<file path="config.mk">
export PLATFORM = sky130hd
export DESIGN_NAME = alu_div_unit
export DESIGN_NICKNAME = d
export VERILOG_FILES = /design/src/rtl/riscv_defines.sv /design/src/rtl/alu_div_unit.sv
export SDC_FILE = /design/constraint.sdc
export NUM_CORES = 1
export LEC_CHECK = 0
export CORE_ASPECT_RATIO = 1.75
export CORE_UTILIZATION = 35
export CTS_CLUSTER_DIAMETER = 80
export CTS_CLUSTER_SIZE = 20
export DETAILED_ROUTE_END_ITERATION = 12
export PLACE_DENSITY = 0.53
export REMOVE_ABC_BUFFERS = 1
export SLEW_MARGIN = 20
export SYNTH_ARGS = -nofsm -noshare
export SYNTH_HDL_FRONTEND = slang
export SYNTH_SLANG_ARGS = --single-unit
export TNS_END_PERCENT = 10
</file>
<file path="constraint.sdc">
create_clock -name clk -period 6.4 [get_ports clk]
set_input_delay 0.96 -clock clk [delete_from_list [all_inputs] [get_ports clk]]
set_output_delay 0.96 -clock clk [all_outputs]
set_load 0.005 [all_outputs]
</file>
<file path="src/rtl/riscv_defines.sv">
// Shared RISC-V execute-stage types: ALU operation codes and divider state encoding.
package riscv_defines;

  localparam int XLEN = 32;

  localparam logic [XLEN-1:0] XLEN_ONES = {XLEN{1'b1}};
  localparam logic [XLEN-1:0] XLEN_ZERO = {XLEN{1'b0}};
  localparam logic [XLEN-1:0] XLEN_MIN  = {1'b1, {(XLEN-1){1'b0}}};

  typedef enum logic [4:0] {
    ALU_ADD    = 5'd0,
    ALU_SUB    = 5'd1,
    ALU_AND    = 5'd2,
    ALU_OR     = 5'd3,
    ALU_XOR    = 5'd4,
    ALU_SLT    = 5'd5,
    ALU_SLTU   = 5'd6,
    ALU_SLL    = 5'd7,
    ALU_SRL    = 5'd8,
    ALU_SRA    = 5'd9,
    ALU_LUI    = 5'd10,
    ALU_MUL    = 5'd11,
    ALU_MULH   = 5'd12,
    ALU_MULHSU = 5'd13,
    ALU_MULHU  = 5'd14,
    ALU_DIV    = 5'd15,
    ALU_DIVU   = 5'd16,
    ALU_REM    = 5'd17,
    ALU_REMU   = 5'd18
  } alucontrol_t;

  typedef enum logic [1:0] {
    IDLE = 2'd0,
    CALC = 2'd1,
    DONE = 2'd2
  } divstate_t;

  function automatic logic is_div_op(input alucontrol_t op);
    return (op == ALU_DIV) || (op == ALU_DIVU) || (op == ALU_REM) || (op == ALU_REMU);
  endfunction

  function automatic logic [XLEN-1:0] negate_if(input logic [XLEN-1:0] v, input logic neg);
    return neg ? -v : v;
  endfunction

endpackage

</file>
<file path="src/rtl/alu_div_unit.sv">
// Iterative radix-2 restoring divider for DIV/DIVU/REM/REMU with a start/busy/done handshake.
// Divide-by-zero and signed overflow are resolved at acceptance and skip the iteration.
module alu_div_unit
  import riscv_defines::*;
(
  input  logic              clk,
  input  logic              rst_n,
  input  logic              start,
  input  alucontrol_t       alucontrol,
  input  logic [XLEN-1:0]   src_a,
  input  logic [XLEN-1:0]   src_b,
  input  logic              flush,
  output logic              busy,
  output logic              done,
  output logic [XLEN-1:0]   result
);

  localparam int CNT_W = $clog2(XLEN) + 1;
  localparam logic [CNT_W-1:0] CNT_LAST = CNT_W'(XLEN - 1);
  localparam logic [CNT_W-1:0] CNT_ONE  = CNT_W'(1);
  localparam logic [CNT_W-1:0] CNT_ZERO = CNT_W'(0);

  divstate_t        state_q, state_d;
  logic [CNT_W-1:0] cnt_q, cnt_d;
  logic [XLEN-1:0]  rem_q, rem_d;
  logic [XLEN-1:0]  quo_q, quo_d;
  logic [XLEN-1:0]  dvs_q, dvs_d;
  logic [XLEN-1:0]  result_q, result_d;
  logic             is_rem_q, is_rem_d;
  logic             neg_quo_q, neg_quo_d;
  logic             neg_rem_q, neg_rem_d;
  logic             busy_q, busy_d;
  logic             done_q, done_d;

  logic             signed_op_s, rem_op_s, a_neg_s, b_neg_s;
  logic             div0_s, ovf_s;
  logic [XLEN-1:0]  special_s;
  logic [XLEN:0]    trial_s;
  logic [XLEN-1:0]  step_rem_s, step_quo_s, final_s;

  // Operand decode and special-case result, evaluated for a request in IDLE.
  always_comb begin
    signed_op_s = (alucontrol == ALU_DIV) || (alucontrol == ALU_REM);
    rem_op_s    = (alucontrol == ALU_REM) || (alucontrol == ALU_REMU);
    a_neg_s     = signed_op_s & src_a[XLEN-1];
    b_neg_s     = signed_op_s & src_b[XLEN-1];
    div0_s      = (src_b == XLEN_ZERO);
    ovf_s       = signed_op_s && (src_a == XLEN_MIN) && (src_b == XLEN_ONES);
    if (div0_s) begin
      special_s = rem_op_s ? src_a : XLEN_ONES;
    end else begin
      special_s = rem_op_s ? XLEN_ZERO : src_a;
    end
  end

  // One restoring step: the (XLEN+1)-bit trial difference's MSB is the borrow.
  always_comb begin
    trial_s = {rem_q, quo_q[XLEN-1]} - {1'b0, dvs_q};
    if (!trial_s[XLEN]) begin
      step_rem_s = trial_s[XLEN-1:0];
      step_quo_s = {quo_q[XLEN-2:0], 1'b1};
    end else begin
      step_rem_s = {rem_q[XLEN-2:0], quo_q[XLEN-1]};
      step_quo_s = {quo_q[XLEN-2:0], 1'b0};
    end
    if (is_rem_q) begin
      final_s = negate_if(step_rem_s, neg_rem_q);
    end else begin
      final_s = negate_if(step_quo_s, neg_quo_q);
    end
  end

  // Next-state and datapath register updates.
  always_comb begin
    state_d   = state_q;
    cnt_d     = cnt_q;
    rem_d     = rem_q;
    quo_d     = quo_q;
    dvs_d     = dvs_q;
    result_d  = result_q;
    is_rem_d  = is_rem_q;
    neg_quo_d = neg_quo_q;
    neg_rem_d = neg_rem_q;
    if (flush) begin
      state_d = IDLE;
    end else begin
      case (state_q)
        IDLE: begin
          if (start && is_div_op(alucontrol)) begin
            is_rem_d  = rem_op_s;
            neg_quo_d = a_neg_s ^ b_neg_s;
            neg_rem_d = a_neg_s;
            rem_d     = XLEN_ZERO;
            quo_d     = negate_if(src_a, a_neg_s);
            dvs_d     = negate_if(src_b, b_neg_s);
            cnt_d     = CNT_ZERO;
            if (div0_s || ovf_s) begin
              result_d = special_s;
              state_d  = DONE;
            end else begin
              state_d  = CALC;
            end
          end else begin
            state_d = IDLE;
          end
        end
        CALC: begin
          rem_d = step_rem_s;
          quo_d = step_quo_s;
          cnt_d = cnt_q + CNT_ONE;
          if (cnt_q == CNT_LAST) begin
            result_d = final_s;
            state_d  = DONE;
          end else begin
            state_d  = CALC;
          end
        end
        DONE:    state_d = IDLE;
        default: state_d = IDLE;
      endcase
    end
    busy_d = (state_d != IDLE);
    done_d = (state_d == DONE);
  end

  // State and datapath registers.
  always_ff @(posedge clk or negedge rst_n) begin
    if (!rst_n) begin
      state_q   <= IDLE;
      cnt_q     <= CNT_ZERO;
      rem_q     <= XLEN_ZERO;
      quo_q     <= XLEN_ZERO;
      dvs_q     <= XLEN_ZERO;
      result_q  <= XLEN_ZERO;
      is_rem_q  <= 1'b0;
      neg_quo_q <= 1'b0;
      neg_rem_q <= 1'b0;
      busy_q    <= 1'b0;
      done_q    <= 1'b0;
    end else begin
      state_q   <= state_d;
      cnt_q     <= cnt_d;
      rem_q     <= rem_d;
      quo_q     <= quo_d;
      dvs_q     <= dvs_d;
      result_q  <= result_d;
      is_rem_q  <= is_rem_d;
      neg_quo_q <= neg_quo_d;
      neg_rem_q <= neg_rem_d;
      busy_q    <= busy_d;
      done_q    <= done_d;
    end
  end

  assign busy   = busy_q;
  assign done   = done_q;
  assign result = result_q;

endmodule
</file>
==> impl_metrics.toml, run 1 <==
[setup_path]
worstSetupEndpoint = "result[28]"
path_delay_family = "compound AO/OA/AOI/OAI gates"
endpoint_kind = "flip-flop"
crit_start = "quo_q[31]"
crit_path_top_delay_cell = "dfrtp_1"
cp-start-kind = "flip-flop"
path_cells = "inv_1 -> ha_1 -> inv_1 -> fa_1 -> a21o_1 -> a221o_2 -> a21oi_2 -> a211oi_1 -> nor3_2 -> nor2_4 -> inv_2 -> ha_1 -> nand3_1 -> nand2b_1 -> nor3_1 -> nor2_1 -> a21oi_1 -> xnor2_1 -> a221o_1 -> a21oi_1 -> a31oi_1"
max_stage_delay_ns = 0.41
reg2reg_from = "quo_q[31]"
worstRegToRegCells = 21
r2r_end = "result[28]"
crit_type = "reg -> reg"
crit_cells = 21
path_buf_inv = 3
cp_data_required_time_ns = 6.70
r2r_setup_slack_ns = 1.28
worstPathArrival_ns = 5.42
crit_fanout = 9

[sta]
fin_hold_ws_ns = 0.488
max_freq_mhz = 195
hold_violations = 0
tightest_slew_ns = 1.10
skew_ns = 0.00906
layout_setup_ws_ns = 1.28
period_share_pct = 80.0
slew_headroom_pct = 26.9
finalMaxSlewViolations = 0
rsz0062_at_grt = "no"
setup_viol = 0
period_minus_slack_ns = 5.12

[pwr]
p_comb_share_pct = 37.3
p_leak_nw = 5.67
p_seq_share_pct = 33.5
p_clk_share_pct = 29.3
power.density_nw_per_um2 = 248
p_sw_share_pct = 39.7
power.switching_w = 0.00138
intPower_w = 0.00210
ir_worst_vdd_uv = 197

[finish]
area_growth_pct = 17.5
final_area_um2 = 14100
nets = 1732
drive_gt1_share_pct = 6.49
n_antenna_cell = 0

[placed_design]
portBuffers = 106
hpwlAfterDp_mm = 32.9
gp_congestion = 0.896
placed_cell_area_um2 = 13500
post-place-ws_ns = 0.941

[detailed_routing]
highest_layer = "met4"
routedWlPerCell_um = 20.4
antenna_left = 0
drtIter0Drc = 696
met1Wirelength_mm = 16.6
met2_length_mm = 22.2
route.detailed.drc = 0
dr_wl_met3_mm = 1.38
wl_mm = 42.6
drt-vias-per-instance = 5.70
first_pass_iters = 5
vias = 11894

[floorplanning]
num_rows = 89
die_w_um = 142
coreArea_um2 = 33700
top_level_ports = 107
die_h_um = 247
die-area_um2 = 35000
initial_core_util_pct = 35.5

[yosys]
yosysTopAreaCellShare_pct = 29.5
ys_types = 89
avgSynthCellArea_um2 = 7.68
synth_edf_count = 0
async_reset_ff_share_pct = 100
synth-seq-cells = 141
synthTopCellsByArea = "dfrtp_1 29%, a21oi_1 7.0%, o21ai_0 7.0%, xnor2_1 5.2%, nand2_1 5.1%"
yosys.area.top_type = "dfrtp_1"
yosys_warnings = 0
syn_inst = 1558
ys_seq_area_share_pct = 29.5
synthFlopType = "dfrtp_1"
syn_area_um2 = 12000

[clocking]
ctsResizeCount = 0
cts.sink_count = 141
cts_buffers = 17
cts_tree = "yes"
cts-root-buf = "clkbuf_16"
htree_levels = 4
holdBufCountCts = 0
cts_setup_buffers = 0
clock_latency_ns = 0.45
clk_pin_slew_ns = 0.07
clock_path_buffers = 2

[outcome]
status = "complete, no violations"

[global_route]
grt_pass1_vias = 11908
grt_max_degree = 75
antenna_found_initial = 0
grt_pass1_wl_mm = 67.0
track_usage_pct = 25.3
grt.overflow.total = 0

[job]
max-cap-violations = 0

[hold_path]
min_path_type = "reg -> reg"
how the worst min path moves through the flow:
stage,to,slack [ns],from,depth (start not counted)
after floorplan,result[1],0.47,result[1],2
after global placement,result[1],0.47,result[1],2
after detailed placement,result[1],0.47,result[1],2
after CTS,result[1],0.49,result[1],2
after global routing,result[1],0.52,result[1],2
final,result[1],0.49,result[1],2
flip-flops by register name, indices dropped and copies added (netlist names), 2 cells and up:
register  count
dvs_q        32
cnt_q         6
state_q       2
quo_q        32
result       32
rem_q        32
metrics by stage:
stage | power [W] | std cells | setup TNS [ns] | utilization (%)
CTS | 0.00350 | 2088 | 0 | 41.7
floorplan | 0.00204 | 1470 | -10.66 | -
global route | 0.00371 | 2088 | 0 | 41.7
global placement | 0.00244 | 2056 | 0 | 39.9
detailed placement | 0.00246 | 2056 | 0 | 39.9
finish | 0.00348 | 2088 | 0 | 41.7
metal layers:
| metal | vias up | track usage, % |
|---|---|---|
| met4 | 0 | 14.9 |
| met3 | 113 | 3.25 |
| met2 | 350 | 46.3 |
| met5 | - | 0 |
| li1 | 5784 | - |
| met1 | 5647 | 27.5 |
power groups by stage:
stage	sequential [W]	combinational [W]	clock, W
floorplan	0.00116	0.000879	0
global placement	0.00117	0.00127	0
detailed placement	0.00118	0.00128	0
CTS	0.00116	0.00129	0.00104
global route	0.00118	0.00145	0.00108
finish	0.00117	0.00130	0.00102
layout by cell type (no fill, tap or decap), drive strengths merged, types with 14 or more instances in the layout:
cell type / instances
a21o: 14
clkdlybuf4s50: 105
nor2: 156
ha: 38
a31oi: 16
nand3: 19
o21ai: 171
o31ai: 31
nor3: 53
buf: 26
nand4: 24
mux2i: 32
nand2: 163
a21oi: 169
inv: 64
clkbuf: 18
dfrtp: 141
or3: 25
a211oi: 23
xor2: 53
xnor2: 71
nor4: 21
synthesized netlist by cell type (4+ instances only):
| library cell | n |
|---|---|
| xor2_1 | 53 |
| o31ai_1 | 31 |
| nor4_1 | 19 |
| buf_2 | 8 |
| dfrtp_1 | 141 |
| mux2_2 | 8 |
| nor3_1 | 52 |
| o21bai_1 | 5 |
| nand3_1 | 19 |
| a22o_1 | 9 |
| clkbuf_1 | 73 |
| a21o_1 | 14 |
| a21oi_1 | 168 |
| mux2i_1 | 32 |
| nand4_1 | 23 |
| a211oi_1 | 23 |
| a31oi_1 | 16 |
| or2_2 | 6 |
| o41ai_1 | 12 |
| nor2b_1 | 7 |
| or3_1 | 24 |
| o21a_1 | 9 |
| nand2_1 | 163 |
| a211o_1 | 4 |
| nand2b_1 | 11 |
| o21ai_0 | 167 |
| o211ai_1 | 12 |
| a221oi_1 | 9 |
| xnor2_1 | 71 |
| and2_1 | 10 |
| nand3b_1 | 4 |
| inv_1 | 59 |
| o21ai_1 | 4 |
| nor2_1 | 155 |
| ha_1 | 38 |
| o211a_1 | 5 |
| or4_1 | 13 |
cell families after synthesis:
kind of cell	share of synthesized area, %
AO/OA/AOI/OAI	27.4
XOR/XNOR	9.07
adder cells (fa/ha/maj)	4.14
buffers and inverters	5.01
flip-flops	29.5
multiplexers	3.52
AND/OR/NAND/NOR	21.4
worst reg2reg max path: cells and delay by family (launching register included):
family	cells	cell delay [ns]
fa+ha+maj	3	0.90
simple gates	6	1.28
flops	1	0.41
compound gates	8	1.85
buf+inv	3	0.39
xor+xnor	1	0.14
layout make-up:
class / count / area [µm²]
sequential: 141 / 3530
inverter: 62 / 233
clock buffer: 18 / 429
multi-input combinational: 1267 / 7870
fill: 3482 / 19700
tap: 455 / 569
timing repair buffer: 131 / 1260
clock inverter: 14 / 163
Power figures use the tool's default switching activity.
==> run 2, diff against run 1 <==
clock period = 4.83 ns   (was 6.4 ns; I/O delays follow)
==> impl_metrics.toml, run 2 (synthesized netlist as in run 1, its figures left out) <==
[setup_path]
endpoint_kind = "flip-flop"
path_cells = "inv_1 -> ha_1 -> inv_1 -> fa_1 -> a21o_1 -> a221o_2 -> buf_4 -> a211oi_2 -> o21ai_0 -> xnor2_1 -> nand4_2 -> o31a_1 -> nor4_1 -> buf_4 -> a31o_2 -> xor2_1 -> a221oi_1"
crit_fanout = 4
crit_start = "quo_q[31]"
cp-start-kind = "flip-flop"
worstRegToRegCells = 17
cp_data_required_time_ns = 5.16
crit_type = "reg -> reg"
crit_cells = 17
worstPathArrival_ns = 5.03
path_buf_inv = 4
max_stage_delay_ns = 0.55
crit_path_top_delay_cell = "nor4_1"
path_delay_family = "compound AO/OA/AOI/OAI gates"
reg2reg_from = "quo_q[31]"

[floorplanning]
initial_core_util_pct = 35.5
coreArea_um2 = 33700
die_h_um = 247
top_level_ports = 107
die_w_um = 142
die-area_um2 = 35000
num_rows = 89

[clocking]
holdBufCountCts = 0
cts-root-buf = "clkbuf_16"
htree_levels = 4
cts_tree = "yes"
clk_pin_slew_ns = 0.07
cts.sink_count = 141
clock_latency_ns = 0.45
cts_buffers = 17
clock_path_buffers = 2

[sta]
period_minus_slack_ns = 4.69
slew_headroom_pct = 34.7
hold_violations = 0
tightest_slew_ns = 0.964
setup_viol = 0
layout_setup_ws_ns = 0.136
period_share_pct = 97.2
max_freq_mhz = 213
skew_ns = 0.0120
rsz0062_at_grt = "yes"
finalMaxSlewViolations = 0
fin_hold_ws_ns = 0.258

[hold_path]
min_path_type = "in -> async"

[detailed_routing]
drtIter0Drc = 713
vias = 12141
drt-vias-per-instance = 5.65
route.detailed.drc = 0
antenna_left = 0
routedWlPerCell_um = 20.3
wl_mm = 43.6
first_pass_iters = 5

[finish]
layout_common_cells = "166 x a21oi_1, 165 x o21ai_0, 163 x nand2_1"
nets = 1794
final_common_cell = "a21oi_1"
n_antenna_cell = 0
drive_gt1_share_pct = 10.2
area_growth_pct = 22.3
fin_cells = 2150

[placed_design]
place_inst = 2117
post-place-ws_ns = 0.108
hpwlAfterDp_mm = 34.1
gp_congestion = 0.883
portBuffers = 106

[outcome]
status = "complete, no violations"

[job]
max-cap-violations = 0

[global_route]
grt_pass1_vias = 12164
grt.overflow.total = 0
grt_max_degree = 74
antenna_found_initial = 0
grt_pass1_wl_mm = 68.5
track_usage_pct = 25.8

[pwr]
ir_worst_vdd_uv = 265
power.density_nw_per_um2 = 334
p_leak_nw = 6.01
[run 2: final timing paths]
path / end / slack [ns]
min in group clk: result[16] / 0.49
min reg2reg: result[16] / 0.49
min: dvs_q[28] / 0.26
max reg2reg: result[29] / 0.14
max: result[29] / 0.14
max in group asynchronous: dvs_q[20] / 3.48
[run 2: final cells by class]
cell class                 instances  area [µm²]
sequential                       141        3530
multi-input combinational       1267        7910
timing repair buffer             193        1730
inverter                          62         233
clock buffer                      20         457
clock inverter                    12         215
tap                              455         569
fill                            3447       19100
[run 2: per-layer routing]
layer / GRT usage [%] / wire [µm] / share of wire (%)
met1: 28.1 / 16800 / 39
met2: 48.1 / 23100 / 53
met3: 2.70 / 1380 / 3.2
met4: 14.5 / 2320 / 5.3
met5: 0 / 0 / 0
[run 2: timing repair]
action | 4_1_cts | 5_1_grt
endpoints found under the setup margin | 0 | 9
gates resized for setup | 0 | 8
buffers inserted | 0 | 1
[run 2: through the flow]
step                      TNS [ns]  power (W)  utilization (%)  instance area [µm²]
after floorplan            -127.86    0.00270                -                11600
after global routing        -0.130    0.00519             43.4                14600
after CTS                        0    0.00490             43.3                14600
after detailed placement         0    0.00333             41.3                13900
final                            0    0.00490             43.4                14600
after global placement           0    0.00332             41.3                13900
[run 2: where the power goes]
group | total (W) | internal, W | switching (W)
combinational | 0.00181 | 0.000724 | 0.00108
sequential | 0.00154 | 0.00136 | 0.000187
clock | 0.00155 | 0.000991 | 0.000555
==> run 3, diff against run 2 <==
SLEW_MARGIN = unset   (was 20)
==> results of run 3 <==
No change in the layout: final DEF, timing and power equal those of run 2.
